==> src/rtl/reg_file_pkg.sv <==
// Shared register-file types and sizing, also used by the adder/ALU.
// Build option: REG_FILE_BYPASS_EN selects write-first forwarding in reg_file.
package reg_file_pkg;

  localparam int RF_DATA_W = 16;
  localparam int RF_ADDR_W = 3;
  localparam int RF_NREGS  = 2 ** RF_ADDR_W;

  // Index of the hardwired-zero register.
  localparam int REG_ZERO = 0;

  typedef logic [RF_DATA_W-1:0] reg_word_t;
  typedef logic [RF_ADDR_W-1:0] reg_idx_t;

endpackage

==> src/rtl/reg_file_if.sv <==
// Register-file access bus: two read ports, one write port, carry-flag access.
// master = ALU/adder side, slave = reg_file.
interface reg_file_if
  import reg_file_pkg::*;
#(
  parameter int DATA_W = RF_DATA_W,
  parameter int ADDR_W = RF_ADDR_W
);

  logic [ADDR_W-1:0] rd_addr_a;
  logic [DATA_W-1:0] rd_data_a;
  logic [ADDR_W-1:0] rd_addr_b;
  logic [DATA_W-1:0] rd_data_b;
  logic              wr_en;
  logic [ADDR_W-1:0] wr_addr;
  logic [DATA_W-1:0] wr_data;
  logic              cf_we;
  logic              cf_in;
  logic              cf_out;

  modport master (
    output rd_addr_a, rd_addr_b, wr_en, wr_addr, wr_data, cf_we, cf_in,
    input  rd_data_a, rd_data_b, cf_out
  );

  modport slave (
    input  rd_addr_a, rd_addr_b, wr_en, wr_addr, wr_data, cf_we, cf_in,
    output rd_data_a, rd_data_b, cf_out
  );

endinterface

==> src/rtl/reg_file_rd_port.sv <==
// Purpose: one combinational read port with R0 masking (forwarding under REG_FILE_BYPASS_EN).
// Latency: zero cycles, purely combinational.
// Backpressure: none; the port always returns data.
module reg_file_rd_port
  import reg_file_pkg::*;
#(
  parameter int DATA_W = RF_DATA_W,
  parameter int ADDR_W = RF_ADDR_W
) (
  input  logic [2**ADDR_W-1:0][DATA_W-1:0] regs,
  input  logic [ADDR_W-1:0]                rd_addr,
`ifdef REG_FILE_BYPASS_EN
  input  logic                             wr_en,
  input  logic [ADDR_W-1:0]                wr_addr,
  input  logic [DATA_W-1:0]                wr_data,
`endif
  output logic [DATA_W-1:0]                rd_data
);

  always_comb begin
    rd_data = regs[rd_addr];
`ifdef REG_FILE_BYPASS_EN
    if (wr_en && (wr_addr == rd_addr)) begin
      rd_data = wr_data;
    end
`endif
    // Applied last so R0 masking also overrides forwarding.
    if (rd_addr == ADDR_W'(REG_ZERO)) begin
      rd_data = '0;
    end
  end

endmodule

==> src/rtl/reg_file.sv <==
// Purpose: 8x16 register file plus carry flag feeding the adder; REG_FILE_BYPASS_EN enables write-first forwarding.
// Latency: reads zero cycles, writes visible one cycle after the edge (same cycle with bypass).
// Backpressure: none; writes and carry updates are always accepted.
module reg_file
  import reg_file_pkg::*;
#(
  parameter int DATA_W = RF_DATA_W,
  parameter int ADDR_W = RF_ADDR_W
) (
  input  logic       clk,
  input  logic       rst,
  reg_file_if.slave  rf
);

  localparam int NREGS = 2 ** ADDR_W;

  logic [NREGS-1:0][DATA_W-1:0] regs;
  logic                         cf_q;

  // Entry 0 is only ever cleared; it is never a write target.
  always_ff @(posedge clk) begin
    if (rst) begin
      regs <= '0;
      cf_q <= 1'b0;
    end else begin
      for (int i = 1; i < NREGS; i++) begin
        if (rf.wr_en && (rf.wr_addr == ADDR_W'(i))) begin
          regs[i] <= rf.wr_data;
        end
      end
      if (rf.cf_we) begin
        cf_q <= rf.cf_in;
      end
    end
  end

  reg_file_rd_port #(
    .DATA_W (DATA_W),
    .ADDR_W (ADDR_W)
  ) u_rd_port_a (
    .regs    (regs),
    .rd_addr (rf.rd_addr_a),
`ifdef REG_FILE_BYPASS_EN
    .wr_en   (rf.wr_en),
    .wr_addr (rf.wr_addr),
    .wr_data (rf.wr_data),
`endif
    .rd_data (rf.rd_data_a)
  );

  reg_file_rd_port #(
    .DATA_W (DATA_W),
    .ADDR_W (ADDR_W)
  ) u_rd_port_b (
    .regs    (regs),
    .rd_addr (rf.rd_addr_b),
`ifdef REG_FILE_BYPASS_EN
    .wr_en   (rf.wr_en),
    .wr_addr (rf.wr_addr),
    .wr_data (rf.wr_data),
`endif
    .rd_data (rf.rd_data_b)
  );

`ifdef REG_FILE_BYPASS_EN
  assign rf.cf_out = rf.cf_we ? rf.cf_in : cf_q;
`else
  assign rf.cf_out = cf_q;
`endif

endmodule
==> src/flat_wrapper.sv <==
// flat-port wrapper written by rule: the top's interface ports become plain ports
module reg_file_flat import reg_file_pkg::*;
#(
  parameter int DATA_W = RF_DATA_W,
  parameter int ADDR_W = RF_ADDR_W
)
  (clk, rst, rf_rd_addr_a, rf_rd_addr_b, rf_wr_en, rf_wr_addr, rf_wr_data, rf_cf_we, rf_cf_in, rf_rd_data_a, rf_rd_data_b, rf_cf_out);
  reg_file_if #(.DATA_W(DATA_W), .ADDR_W(ADDR_W)) rf_i ();
  input  logic clk;
  input  logic rst;
  input wire logic [$bits(rf_i.rd_addr_a)-1:0] rf_rd_addr_a;
  input wire logic [$bits(rf_i.rd_addr_b)-1:0] rf_rd_addr_b;
  input wire logic [$bits(rf_i.wr_en)-1:0] rf_wr_en;
  input wire logic [$bits(rf_i.wr_addr)-1:0] rf_wr_addr;
  input wire logic [$bits(rf_i.wr_data)-1:0] rf_wr_data;
  input wire logic [$bits(rf_i.cf_we)-1:0] rf_cf_we;
  input wire logic [$bits(rf_i.cf_in)-1:0] rf_cf_in;
  output wire logic [$bits(rf_i.rd_data_a)-1:0] rf_rd_data_a;
  output wire logic [$bits(rf_i.rd_data_b)-1:0] rf_rd_data_b;
  output wire logic [$bits(rf_i.cf_out)-1:0] rf_cf_out;
  assign rf_i.rd_addr_a = rf_rd_addr_a;
  assign rf_i.rd_addr_b = rf_rd_addr_b;
  assign rf_i.wr_en = rf_wr_en;
  assign rf_i.wr_addr = rf_wr_addr;
  assign rf_i.wr_data = rf_wr_data;
  assign rf_i.cf_we = rf_cf_we;
  assign rf_i.cf_in = rf_cf_in;
  assign rf_rd_data_a = rf_i.rd_data_a;
  assign rf_rd_data_b = rf_i.rd_data_b;
  assign rf_cf_out = rf_i.cf_out;
  reg_file #(.DATA_W(DATA_W), .ADDR_W(ADDR_W)) u_core (.clk(clk), .rst(rst), .rf(rf_i));
endmodule
==> config.mk <==
export PLATFORM = sky130hd
export DESIGN_NAME = reg_file_flat
export DESIGN_NICKNAME = d
export VERILOG_FILES = /design/src/rtl/reg_file_pkg.sv /design/src/rtl/reg_file_if.sv /design/src/rtl/reg_file_rd_port.sv /design/src/rtl/reg_file.sv /design/src/flat_wrapper.sv
export SDC_FILE = /design/constraint.sdc
export NUM_CORES = 1
export LEC_CHECK = 0
export CORE_AREA = 3 3 108 110
export CTS_CLUSTER_DIAMETER = 150
export DETAILED_ROUTE_END_ITERATION = 6
export DIE_AREA = 0 0 111 113
export PLACE_DENSITY = 0.83
export SLEW_MARGIN = 20
export SYNTH_ARGS = -nofsm -noshare
export SYNTH_HDL_FRONTEND = slang
export SYNTH_SLANG_ARGS = --single-unit
==> constraint.sdc <==
create_clock -name clk -period 2.67 [get_ports clk]
set_input_delay 0.6675 -clock clk [delete_from_list [all_inputs] [get_ports clk]]
set_output_delay 0.6675 -clock clk [all_outputs]
set_load 0.01 [all_outputs]
## Yosys cells after proc, flatten, opt, wreduce, memory -nomap -nowiden

Index checks and enable logic that the tools add are counted.

| storage, ports and cells | value |
|---|---|
| flip-flop bits (word level) | 113 |
| input bits | 30 |
| output and inout port bits | 33 |
| word-level logic and storage cells | 32 |

| cells by class | value |
|---|---|
| $lt $le $gt $ge | 2 |
| equality and inequality tests | 7 |
| multiplexer cells | 6 |
| reduce and logical (&&, ||, !) cells | 9 |

Operators with widths:

| cell | count |
|---|---|
| $bmux 16 s3 | 2 |
| $mux 16 | 4 |
| $eq 3x3->1 const B | 4 |
| $lt 3x4->1 const B | 2 |
| $logic_and 1x1->1 | 7 |
| $eq 3x2->1 const B | 2 |
| $logic_not 3->1 | 2 |
| $eq 3x1->1 const B | 1 |

## Logic depth before layout (Yosys ltp)

| logic depth | value |
|---|---|
| depth in word-level cells | 3 |
| mapped depth | 6 |

## Cells and area by module

Synthesis repeated with hierarchy kept, for this count alone.

| unflattened totals | value |
|---|---|
| cell total of the unflattened synthesis | 623 |
| area total of the unflattened synthesis | 7168.1 sq um |

Modules (own cells, without submodules):

| module | times used | cells an instance | area each (sq um) | seq. area each (sq um) |
|---|---|---|---|---|
| reg_file | 1 | 391 | 4448.0 | 2262.2 |
| reg_file_rd_port | 2 | 116 | 1360.1 | 0.0 |

## Worst setup path before layout

OpenSTA, ideal clock, no wires.

| path | value |
|---|---|
| kind | input to output |
| start | input rf_rd_addr_a[0] |
| end | output rf_rd_data_a[0] |
| arrival time | 1.590 ns |
| path slack | 0.413 ns |
| stages on the path | 5 |
| buffers on the path | 3 |
| path through | buf_4 buf_6 buf_6 mux2i_1 a221oi_1 |

| on the way | value |
|---|---|
| cells in the longest elaborated chain, start to end | 3 |
| elaborated cells between the ends (all ways) | 4 |
| classes of those cells | mux: 3; reduce/logical: 1 |

Ends and longest elaborated chain:

| element | RTL line | text |
|---|---|---|
| from (decl) | flat_wrapper.sv:11 | `input wire logic [$bits(rf_i.rd_addr_a)-1:0] rf_rd_addr_a;` |
| $bmux 16 s3 | reg_file_rd_port.sv:21 | `rd_data = regs[rd_addr];` |
| $mux 16 (implied by the code) | reg_file_rd_port.sv:21 |  |
| $mux 16 (*) | reg_file_rd_port.sv:28 | `if (rd_addr == ADDR_W'(REG_ZERO)) begin` |
| to (decl) | flat_wrapper.sv:18 | `output wire logic [$bits(rf_i.rd_data_a)-1:0] rf_rd_data_a;` |

Mark *: on every way between the ends. The rest lies on a longest branch, timed or not. The select of a mux whose other input is x is not followed.

## Worst setup path in the final report

| path | value |
|---|---|
| start | input rf_rd_addr_a[2] |
| end | output rf_rd_data_a[9] |

The elaborated chain is that of the path after synthesis.

==> results.txt <==
- Worst Hold Class: reg -> reg
- For this run, asynchronously set or reset flops after synthesis account for 0.
- Together, buffers and inverters on the worst path number 4.
* Max-cap check violation count: 0
* Leading cell types by total area after synthesis: sky130_fd_sc_hd__dfxtp_1 34%, sky130_fd_sc_hd__nand2_1 13%, sky130_fd_sc_hd__mux2i_1 9.9%, sky130_fd_sc_hd__a221oi_2 9.8%, sky130_fd_sc_hd__a21oi_2 8.0%
* First-pass detailed-route iteration total: 6
- Sum of overflow across all layers after global routing: 0
- Clock-pin slew was measured on the worst setup and hold paths at 0.06 ns.
- TritonCTS built the clock tree.
- Cell with the most instances after synthesis: sky130_fd_sc_hd__nand2_1
- Detailed placement finished with a half-perimeter wire length of between 10 and 15 mm.
- Measured along the y axis, the die boundary spans roughly 110 um.
- Pre-CTS setup slack: -0.969 ns
- Core utilization of the finished layout: 0.754
- Share of Yosys cell area claimed by the top area cell type: 0.343
* EDFF count, synth: 0
* Ant. Diodes: 0
* Storage cell area: ~0.0023 mm2
- Period utilization: 0.991
- The initial utilization of the core area, before any placement, comes to 0.611.
- Clock skew on the completed layout was measured at 0 ns.
- For the worst setup path, the data arrival time is ~2.0 ns.
- Traced cell by cell, the critical path runs through buf_2 > buf_4 > buf_12 > mux2_4 > a221oi_2 > a221oi_2 > buf_2.
- Post-synthesis area per instance: about 9.4 um2
- In the final layout, the multi-input gates occupy 0.00397 mm2.
* Placed cell areas: between 0.007 and 0.008 mm2
* Syn Inst Count: about 700
* Number of pins with negative max-slew slack in the final report: 0
- For this design the static power due to leakage is around 3 nW.
- For this design the ratio of total power to cell area is 598 mW/mm2.
- Largest net degree at the start of global routing: 46
- Overall Power: about 5 mW
- Share of post-route cells with drive strength above 1: 0.366
- The hold violation count in the final report came to 0.
- The later pin in the worst-skew pair is clocked with a latency of 0.52 ns.
* Top post-synthesis cells by count: 224 x sky130_fd_sc_hd__nand2_1, 113 x sky130_fd_sc_hd__dfxtp_1, 65 x sky130_fd_sc_hd__mux2i_1
* Family with the most delay on the worst path: buffers and inverters
- The number of antenna violations at the first check in global routing is 0.
- STA classifies the critical path endpoint as an output pin.
* Core Footprint: approximately 0.011 mm2
* Design area: 0.00814 mm2
* H-Tree Depth: 4
- Number of buffers created by CTS: 17
* Clock period minus worst slack: ~2.6 ns
- The floorplan step defined a die boundary enclosing between 0.01 and 0.015 mm2.
- Number of library cell types mapped by synthesis: 27
* Result of the run: completed
- Cell with the largest stage delay on the worst path: sky130_fd_sc_hd__mux2_4
- Based on the critical path, the design can be clocked at up to around 380 MHz.
* Maximum fanout encountered on the critical timing path: 6
* CTS Sinks: about 110
- Synthesis inferred roughly 110 register bits.
- Kind of launch point of the worst setup path: input port
- Prevailing post-synth register cell: sky130_fd_sc_hd__dfxtp_1
* Peak supply drop: 0.000521 V
- The critical path in this run is classified as in -> out.
- The floorplan has 38 rows.
* Remaining number of nets flagged by the antenna check after routing: 0
* Number of design rule violations left after detail routing: 0
* Required time worst endpoint: 2.00 ns
- Setup violations remaining at the end of the flow were counted as 0.
- First-pass GRT wire length: 36.1 mm
- The routed design has between 20 and 25 mm of wire.
- Slew headroom: 0.516
* Number of filler instances in the final layout: a little under 600
- During I/O placement, the number of pins put on the boundary was between 60 and 70.
- The floorplan step set the die width to approximately 110 um.
* Number of DRC markers in iteration 0: 948
* Layout Nets: 802
- The tree is rooted in a sky130_fd_sc_hd__clkbuf_8.
- Total via count in the routed design: ~6.5k
* Sequential cell area fraction in the yosys report: 0.343
* Post-synthesis net count: around 730
- Longest Clk Path Bufs: 2
* Syn Std Cell Area: roughly 0.0066 mm2
- Ys Warns: 0
- Worst slew pin tran: about 0.72 ns
- Worst Slack Setup Final: ~0.024 ns
* Via count of the first global-routing pass: 6562
- Longest individual stage delay on the worst path: ~0.30 ns
* Area leader, netlist: sky130_fd_sc_hd__dfxtp_1
* Final routed wire length divided by cell count: 25.5 um
* Port buffer count: between 60 and 70
* GRT Util Overall: 0.366
- The area growth from synthesis to layout is 23.5%.
- After detailed routing, the number of vias per cell comes to about 7.
- At the end of routability-driven placement, the weighted congestion stood at a little over 0.9.
layout by cell type, fill, tap and decap left out, types with 16 or more instances in the layout:
cell	netlist	final
sky130_fd_sc_hd__nand2_1	224	224
sky130_fd_sc_hd__clkdlybuf4s50_1	0	23
sky130_fd_sc_hd__a21oi_1	52	52
sky130_fd_sc_hd__clkbuf_16	0	16
sky130_fd_sc_hd__buf_12	1	16
sky130_fd_sc_hd__a21oi_2	60	60
sky130_fd_sc_hd__a221oi_2	43	48
sky130_fd_sc_hd__dfxtp_1	113	113
sky130_fd_sc_hd__mux2_4	20	21
sky130_fd_sc_hd__buf_4	13	41
sky130_fd_sc_hd__buf_2	22	35
sky130_fd_sc_hd__mux2i_1	65	65
path summary, 6_finish.rpt:
path / cells after the start / startpoint / to / slack (ns)
max: 7 / rf_rd_addr_a[2] / rf_rd_data_a[9] / 0.02
min: 2 / u_core.regs[60] / u_core.regs[60] / 0.48
max reg2reg: 2 / u_core.regs[31] / u_core.regs[31] / 1.83
min reg2reg: 2 / u_core.regs[60] / u_core.regs[60] / 0.48
repair_timing:
item | CTS | global route
setup endpoints to repair | 32 | 19
resized for setup | 174 | 7
pin swaps | 3 | 1
hold buffers | 0 | 0
setup buffers | 7 | 0
worst reg2reg max path, stage by stage, from the launching register on:
cell and delay (ns):
sky130_fd_sc_hd__dfxtp_1 0.49, sky130_fd_sc_hd__nand2_1 0.11, sky130_fd_sc_hd__a21oi_1 0.17
final cells by class:
cell class,count,share of cell area
multi-input cells,518,0.488
flip-flops and latches,113,0.278
repair buffers,122,0.136
clock buffers,17,0.0509
clock inverters,15,0.0254
well taps,140,0.0215
sequential cells by signal (all words and copies together), names as in the netlist:
register / flops
u_core.regs: 112
u_core.rf.cf_out: 1
power breakdown:
group          leakage [nW]  internal [mW]  switching (mW)
sequential            0.914           1.72          0.0357
combinational          1.85          0.292           0.398
clock                 0.299           1.53           0.892
total                  3.07           3.54            1.33
stage by stage:
step | TNS [ns] | hold WS, ns | cells
3_3_place_gp | -24.47 | 0.453 | 886
2_1_floorplan | 0 | 0.445 | 704
3_5_place_dp | -25.96 | 0.465 | 886
5_1_grt | -0.00333 | 0.505 | 925
6_report | 0 | 0.475 | 925
4_1_cts | 0 | 0.475 | 925
kinds of logic (layout without fill, tap and decap cells):
kind of cell	after synthesis	in the layout	share of synthesized area
AND/OR/NAND/NOR	245	245	0.161
multiplexers	97	97	0.165
buffers and inverters	73	154	0.0862
flip-flops	113	113	0.343
AO/OA/AOI/OAI	176	176	0.245
layer usage:
layer	vias up	GRT usage	part of all wire
met4	0	0.282	0.089
met2	581	0.591	0.46
met3	225	0.100	0.10
met5	-	0	0
met1	3052	0.412	0.35
li1	2644	-	-
No activity file was read; power rests on OpenSTA's default activity.
